===== config.mk =====
export PLATFORM = sky130hd
export DESIGN_NAME = uart_tx_fifo_drain
export DESIGN_NICKNAME = d
export VERILOG_FILES = /design/src/rtl/uart_pkg.sv /design/src/rtl/uart_baud_cnt.sv /design/src/rtl/uart_tx_fifo_drain.sv
export SDC_FILE = /design/constraint.sdc
export NUM_CORES = 1
export LEC_CHECK = 0
export ABC_AREA = 1
export CAP_MARGIN = 20
export CORE_MARGIN = 1.5
export CORE_UTILIZATION = 57
export DETAILED_ROUTE_END_ITERATION = 12
export GPL_TIMING_DRIVEN = 0
export PLACE_DENSITY = 0.88
export SYNTH_ARGS = -nofsm -noshare
export SYNTH_HDL_FRONTEND = slang
export SYNTH_SLANG_ARGS = --single-unit

===== constraint.sdc =====
create_clock -name CLK_50 -period 3.3 [get_ports CLK_50]
set_clock_uncertainty 0.1 [all_clocks]
set_input_delay 0.495 -clock CLK_50 [delete_from_list [all_inputs] [get_ports CLK_50]]
set_output_delay 0.495 -clock CLK_50 [all_outputs]
set_load 0.005 [all_outputs]

===== src/rtl/uart_pkg.sv =====
// -----------------------------------------------------------------------------
// uart_pkg
// Shared definitions for the UART transmit/receive blocks: FSM state encoding,
// frame geometry and default line-rate constants.
// No ports (package).
// -----------------------------------------------------------------------------
package uart_pkg;

    typedef enum logic [1:0] {
        IDLE  = 2'd0,
        START = 2'd1,
        DATA  = 2'd2,
        STOP  = 2'd3
    } uart_state_e;

    localparam int UART_DATA_BITS   = 8;
    localparam int UART_CLK_FREQ_HZ = 50000000;
    localparam int UART_BAUD_BPS    = 115200;

    // Clocks per serial bit, floored to 2 so that a bit period always has a
    // distinct first and last cycle.
    function automatic int clks_per_bit(input int clk_freq, input int baud);
        int div;
        div = clk_freq / baud;
        if (div < 2) begin
            return 2;
        end else begin
            return div;
        end
    endfunction

endpackage


===== src/rtl/uart_baud_cnt.sv =====
// -----------------------------------------------------------------------------
// uart_baud_cnt
// Free-running bit-period counter, 0..CLKS_PER_BIT-1, with a synchronous clear.
// Shared by the UART transmitter and receiver.
// Ports:
//   clk_i      clock
//   rst_i      asynchronous active-high reset
//   clr_i      synchronous clear; counter is 0 on the following cycle
//   bit_end_o  high during the last cycle of a bit period (count == CLKS_PER_BIT-1)
// -----------------------------------------------------------------------------
module uart_baud_cnt #(
    parameter int CLKS_PER_BIT = 434,
    parameter int CNT_WIDTH    = 9
) (
    input  logic clk_i,
    input  logic rst_i,
    input  logic clr_i,
    output logic bit_end_o
);

    localparam logic [CNT_WIDTH-1:0] LAST_CNT = CNT_WIDTH'(CLKS_PER_BIT - 1);

    logic [CNT_WIDTH-1:0] cnt_q;
    logic [CNT_WIDTH-1:0] cnt_d;

    // Next count: clear wins, otherwise wrap at the end of each bit period.
    always_comb begin
        cnt_d = cnt_q;
        if (clr_i) begin
            cnt_d = '0;
        end else if (cnt_q == LAST_CNT) begin
            cnt_d = '0;
        end else begin
            cnt_d = cnt_q + CNT_WIDTH'(1);
        end
    end

    // Counter register.
    always_ff @(posedge clk_i or posedge rst_i) begin
        if (rst_i) begin
            cnt_q <= '0;
        end else begin
            cnt_q <= cnt_d;
        end
    end

    assign bit_end_o = (cnt_q == LAST_CNT);

endmodule


===== src/rtl/uart_tx_fifo_drain.sv =====
// -----------------------------------------------------------------------------
// uart_tx_fifo_drain
// Drains a first-word-fall-through byte FIFO onto the UART TX pin as 8N1
// frames, LSB first. One pop per frame; the popped byte is held in a local
// shift register so the FIFO head may change freely during the frame.
// Ports:
//   CLK_50        system clock
//   RESET         asynchronous active-high reset
//   TX_ENABLE     level; 1 allows new frames to start
//   FIFO_EMPTY    FIFO empty flag
//   FIFO_RD_DATA  FIFO head byte (valid while FIFO_EMPTY is low)
//   FIFO_RD_EN    one-cycle pop strobe (combinational, IDLE only)
//   UART_TXD      registered serial line, idle high
//   TX_BUSY       high whenever a frame is in progress
//   BYTE_DONE     one-cycle pulse on the last clock of the stop bit
// -----------------------------------------------------------------------------
module uart_tx_fifo_drain
    import uart_pkg::*;
#(
    parameter int CLK_FREQ     = UART_CLK_FREQ_HZ,
    parameter int BAUD         = UART_BAUD_BPS,
    parameter int CLKS_PER_BIT = clks_per_bit(CLK_FREQ, BAUD),
    parameter int CNT_WIDTH    = 9
) (
    input  logic       CLK_50,
    input  logic       RESET,
    input  logic       TX_ENABLE,
    input  logic       FIFO_EMPTY,
    input  logic [7:0] FIFO_RD_DATA,
    output logic       FIFO_RD_EN,
    output logic       UART_TXD,
    output logic       TX_BUSY,
    output logic       BYTE_DONE
);

    localparam int IDX_W = $clog2(UART_DATA_BITS);
    localparam logic [IDX_W-1:0] LAST_IDX = IDX_W'(UART_DATA_BITS - 1);

    uart_state_e                state_q;
    uart_state_e                state_d;
    logic [UART_DATA_BITS-1:0]  shift_q;
    logic [UART_DATA_BITS-1:0]  shift_d;
    logic [IDX_W-1:0]           idx_q;
    logic [IDX_W-1:0]           idx_d;
    logic                       txd_q;
    logic                       txd_d;

    logic                       pop_s;
    logic                       bit_end_s;
    logic                       cnt_clr_s;

    // Held in reset the block must not pop: the byte could not be latched and
    // would be lost.
    assign pop_s = (state_q == IDLE) && TX_ENABLE && !FIFO_EMPTY && !RESET;

    // The counter idles at zero and restarts on every state change, so each
    // START/DATA/STOP period is exactly CLKS_PER_BIT cycles. Within DATA it
    // wraps by itself between bits.
    assign cnt_clr_s = (state_q == IDLE) || (state_d != state_q);

    uart_baud_cnt #(
        .CLKS_PER_BIT (CLKS_PER_BIT),
        .CNT_WIDTH    (CNT_WIDTH)
    ) u_baud_cnt (
        .clk_i     (CLK_50),
        .rst_i     (RESET),
        .clr_i     (cnt_clr_s),
        .bit_end_o (bit_end_s)
    );

    // State, datapath and line registers.
    always_ff @(posedge CLK_50 or posedge RESET) begin
        if (RESET) begin
            state_q <= IDLE;
            shift_q <= '0;
            idx_q   <= '0;
            txd_q   <= 1'b1;
        end else begin
            state_q <= state_d;
            shift_q <= shift_d;
            idx_q   <= idx_d;
            txd_q   <= txd_d;
        end
    end

    // Next-state, shift register and bit index.
    always_comb begin
        state_d = state_q;
        shift_d = shift_q;
        idx_d   = idx_q;
        case (state_q)
            IDLE: begin
                if (pop_s) begin
                    shift_d = FIFO_RD_DATA;
                    state_d = START;
                end else begin
                    state_d = IDLE;
                end
            end
            START: begin
                if (bit_end_s) begin
                    state_d = DATA;
                    idx_d   = '0;
                end else begin
                    state_d = START;
                end
            end
            DATA: begin
                if (bit_end_s) begin
                    if (idx_q == LAST_IDX) begin
                        state_d = STOP;
                    end else begin
                        shift_d = {1'b0, shift_q[UART_DATA_BITS-1:1]};
                        idx_d   = idx_q + IDX_W'(1);
                    end
                end else begin
                    state_d = DATA;
                end
            end
            STOP: begin
                if (bit_end_s) begin
                    state_d = IDLE;
                end else begin
                    state_d = STOP;
                end
            end
            default: begin
                state_d = IDLE;
            end
        endcase
    end

    // Outputs. The line level is computed from the next state so that the
    // registered UART_TXD lines up with state_q (start bit begins the cycle
    // after the pop edge).
    always_comb begin
        FIFO_RD_EN = pop_s;
        TX_BUSY    = (state_q != IDLE);
        BYTE_DONE  = (state_q == STOP) && bit_end_s;
        case (state_d)
            START:   txd_d = 1'b0;
            DATA:    txd_d = shift_d[0];
            default: txd_d = 1'b1;
        endcase
    end

    assign UART_TXD = txd_q;

endmodule


==> results.cfg <==
[clocking]
tritoncts = built
clk_pin_slew_worst_paths_ns = 0.12
cts-root-to-sink-buffers = 2
cts_post_setup_buffers_inserted = 0
cts_made_buffers = 3
cts_num_sinks = 23
clock_root_cell = clkbuf_4
clock_latency_ns = 0.31
ctsHtreeMaxLevel = 1

[critical_path]
timing.setup.critical_path_class = in -> out
critical_path.endpoint_type = output port
critical-path-slowest-cell = clkdlybuf4s50_1
critical-path-top-cell-by-count = clkdlybuf4s50_1
endpoint = FIFO_RD_EN
worst_r2r_path_depth = 9
crit_path_cell_trace = clkdlybuf4s50_1 -> clkinvlp_4 -> nand4_1 -> inv_2 -> clkdlybuf4s50_1
flop_to_flop_setup_slack_ns = 1.54
cp_data_required_time_ns = 2.70
worst_r2r_endpoint = shift_q[6]
worst_ep_arrival_time_ns = 2.33
cp_slowest_stage_delay_ns = 0.52
worstSetupStartpoint = RESET
crit_path_launch_type = input pin
r2r_start = u_baud_cnt.cnt_q[1]
worstPathMaxFanout = 25

[logic_synthesis]
yosys.area_share.adder = 0.04124
synthSimpleGateAreaFrac = 0.3711
synth_area_per_cell_um2 = 8.370
synth_seq_area_share = 0.4753
synth-compound-area-share = 0.02990
synth.net_count = 161
netlist_instances = 145
share_of_the_synthesized_area_in_the_top_cell_type = 0.4536
synth_top_family_by_area = simple AND/OR/NAND/NOR gates
syn_area_mm2 = 0.001214
count_of_yosys_warnings_during_synthesis = 0
post_synth_xor_area_fraction = 0.02887
yosysTopAreaCell = dfrtp_1
post_synth_num_cell_types = 25
post_synth_main_area_contributors = dfrtp_1 45%, nand2_1 11%, nand3_1 8.7%
postSynthRegisterBits = 23
synth.mux.area_fraction = 0

[power_and_ir_drop]
p_per_area_mw_per_mm2 = 482.6
total_leakage_power_uw = 0.0007238
ir_drop_mv = 0.4378

[place]
routabilityCongestion = 0.8223
dp_hpwl_um = 1772
numPortBuffers = 15
pre_cts_slack_ns = 0.1856

[timing]
finalCriticalPeriod_ns = 2.924
worst_pin_slew_ns = 0.5234
grt_setup_unrepaired = no
maxClockFrequency_mhz = 342.0
final_max_slew_viol_count = 0
final_min_period_over_clock_period = 0.8861
final.setup.tns_ns = 0
setup_slack_ns = 0.3759
report.final.hold_viol_count = 0
timing.max_slew.rel_slack = 0.6504
report.final.setup_viol = 0

[finish]
insertedDiodeCount = 0
layout.cells.most_common_list = 37 x nand2_1, 22 x dfrtp_1, 21 x nand3_1, 16 x nor2_1, 15 x clkdlybuf4s50_1
layout.cells.most_common = nand2_1
num-nets-final = 181
area.growth.synth_to_final_pct = 17.73
drive_gt1_frac = 0.1280

[route]
firstDrtPassIters = 4
antenna_violating_nets_post_route = 0
wire_per_inst_um = 12.63
route.detailed.vias_per_inst = 5.136
remaining_drc_errors = 0
vias = 981
first_iter_violations = 35
finalWirelength_um = 2412

[grt]
globalRouteMet3Util = 0.03067
vias_in_the_first_global_route = 971
pin_count_of_the_biggest_net_entering_global_routing = 26
track_usage = 0.2310
grt_overflow = 0
groute.layer.met1.usage = 0.3205
grt_first_pass_wirelength_um = 4333
grt.met2_usage = 0.3694
initial_antenna_violation_count = 0
global_route.peak_usage_layer = met2

[status]
outcome = complete, no violations

[floorplan]
initial_utilization = 0.6124
die_outline_width_um = 49.15
floorplan.rows = 16
die_height_um = 49.15
dieArea_mm2 = 0.002415
top_level_ports = 16
floorplan.core_area_mm2 = 0.001982

[flow_run]
cap_viol_max_count = 0

[hold_path]
hold_path_class = reg -> reg
report_power, final:
group / switching [µW] / internal, µW / total, µW
Sequential: 55.2 / 340 / 395
Clock: 85.3 / 45.3 / 131
Combinational: 90.2 / 73.4 / 164
what timing repair did:
action | in CTS | in global routing
setup endpoints to repair | 0 | 1
endpoints found under the hold margin | 0 | 0
gates resized for setup | 0 | 1
hold buffers | 0 | 0
worst max-delay path: cells and delay by family:
family,cells,cell delay [ns]
and+or+nand+nor,1,0.28
buffers and inverters,4,1.55
how the worst min path moves through the flow:
stage	from	depth (start not counted)	end
after global routing	shift_q[2]	2	shift_q[2]
final	idx_q[0]	1	idx_q[0]
after CTS	idx_q[0]	1	idx_q[0]
after global placement	idx_q[0]	1	idx_q[0]
after detailed placement	shift_q[7]	2	shift_q[7]
after floorplan	shift_q[7]	2	shift_q[7]
final cells by class:
type                    count  area (µm²)
inverters                  16       63.81
clock buffers               3       22.52
multi-input cells         105       571.8
flip-flops and latches     23       576.8
fillers                   147       553.0
well taps                  27       33.78
clock inverters             1       5.005
plain buffers               1       5.005
repair buffers             15       150.1
cell families after synthesis:
family | after synthesis
simple gates | 91
flops | 23
buf+inv | 17
compound gates | 6
xor+xnor | 4
fa+ha+maj | 4
sequential cells by signal, indices dropped and copies added (netlist names):
name              flops
idx_q                 3
shift_q               8
UART_TXD              1
u_baud_cnt.cnt_q      9
state_q               2
through the flow:
stage                     hold slack (ns)  power [µW]  cells  instance area [µm²]  utilization
after floorplan                    0.3427       509.6    145                 1214            -
after global placement             0.3634       545.3    187                 1398       0.7052
after detailed placement           0.3688       561.6    187                 1398       0.7052
after CTS                          0.3932       688.9    191                 1425       0.7191
after global routing               0.4285       735.1    191                 1429       0.7210
final                              0.3927       689.5    191                 1429       0.7210
cells in the mapped netlist (all sizes together):
cell / number
clkinv: 1
nor2: 20
dfstp: 1
buf: 1
nor3b: 3
nand4: 4
a21oi: 2
ha: 4
inv: 15
a211oi: 1
nand2: 41
o21ai: 3
nand3: 23
xnor2: 1
dfrtp: 22
xor2: 3
layer usage:
metal | part of all wire | wire length, µm | vias up
met3 | 0.034 | 82 | 4
met2 | 0.47 | 1130 | 25
li1 | - | - | 505
met4 | 0.011 | 27 | 0
met5 | 0 | 0 | -
met1 | 0.49 | 1172 | 447
Power figures use the tool's default switching activity.
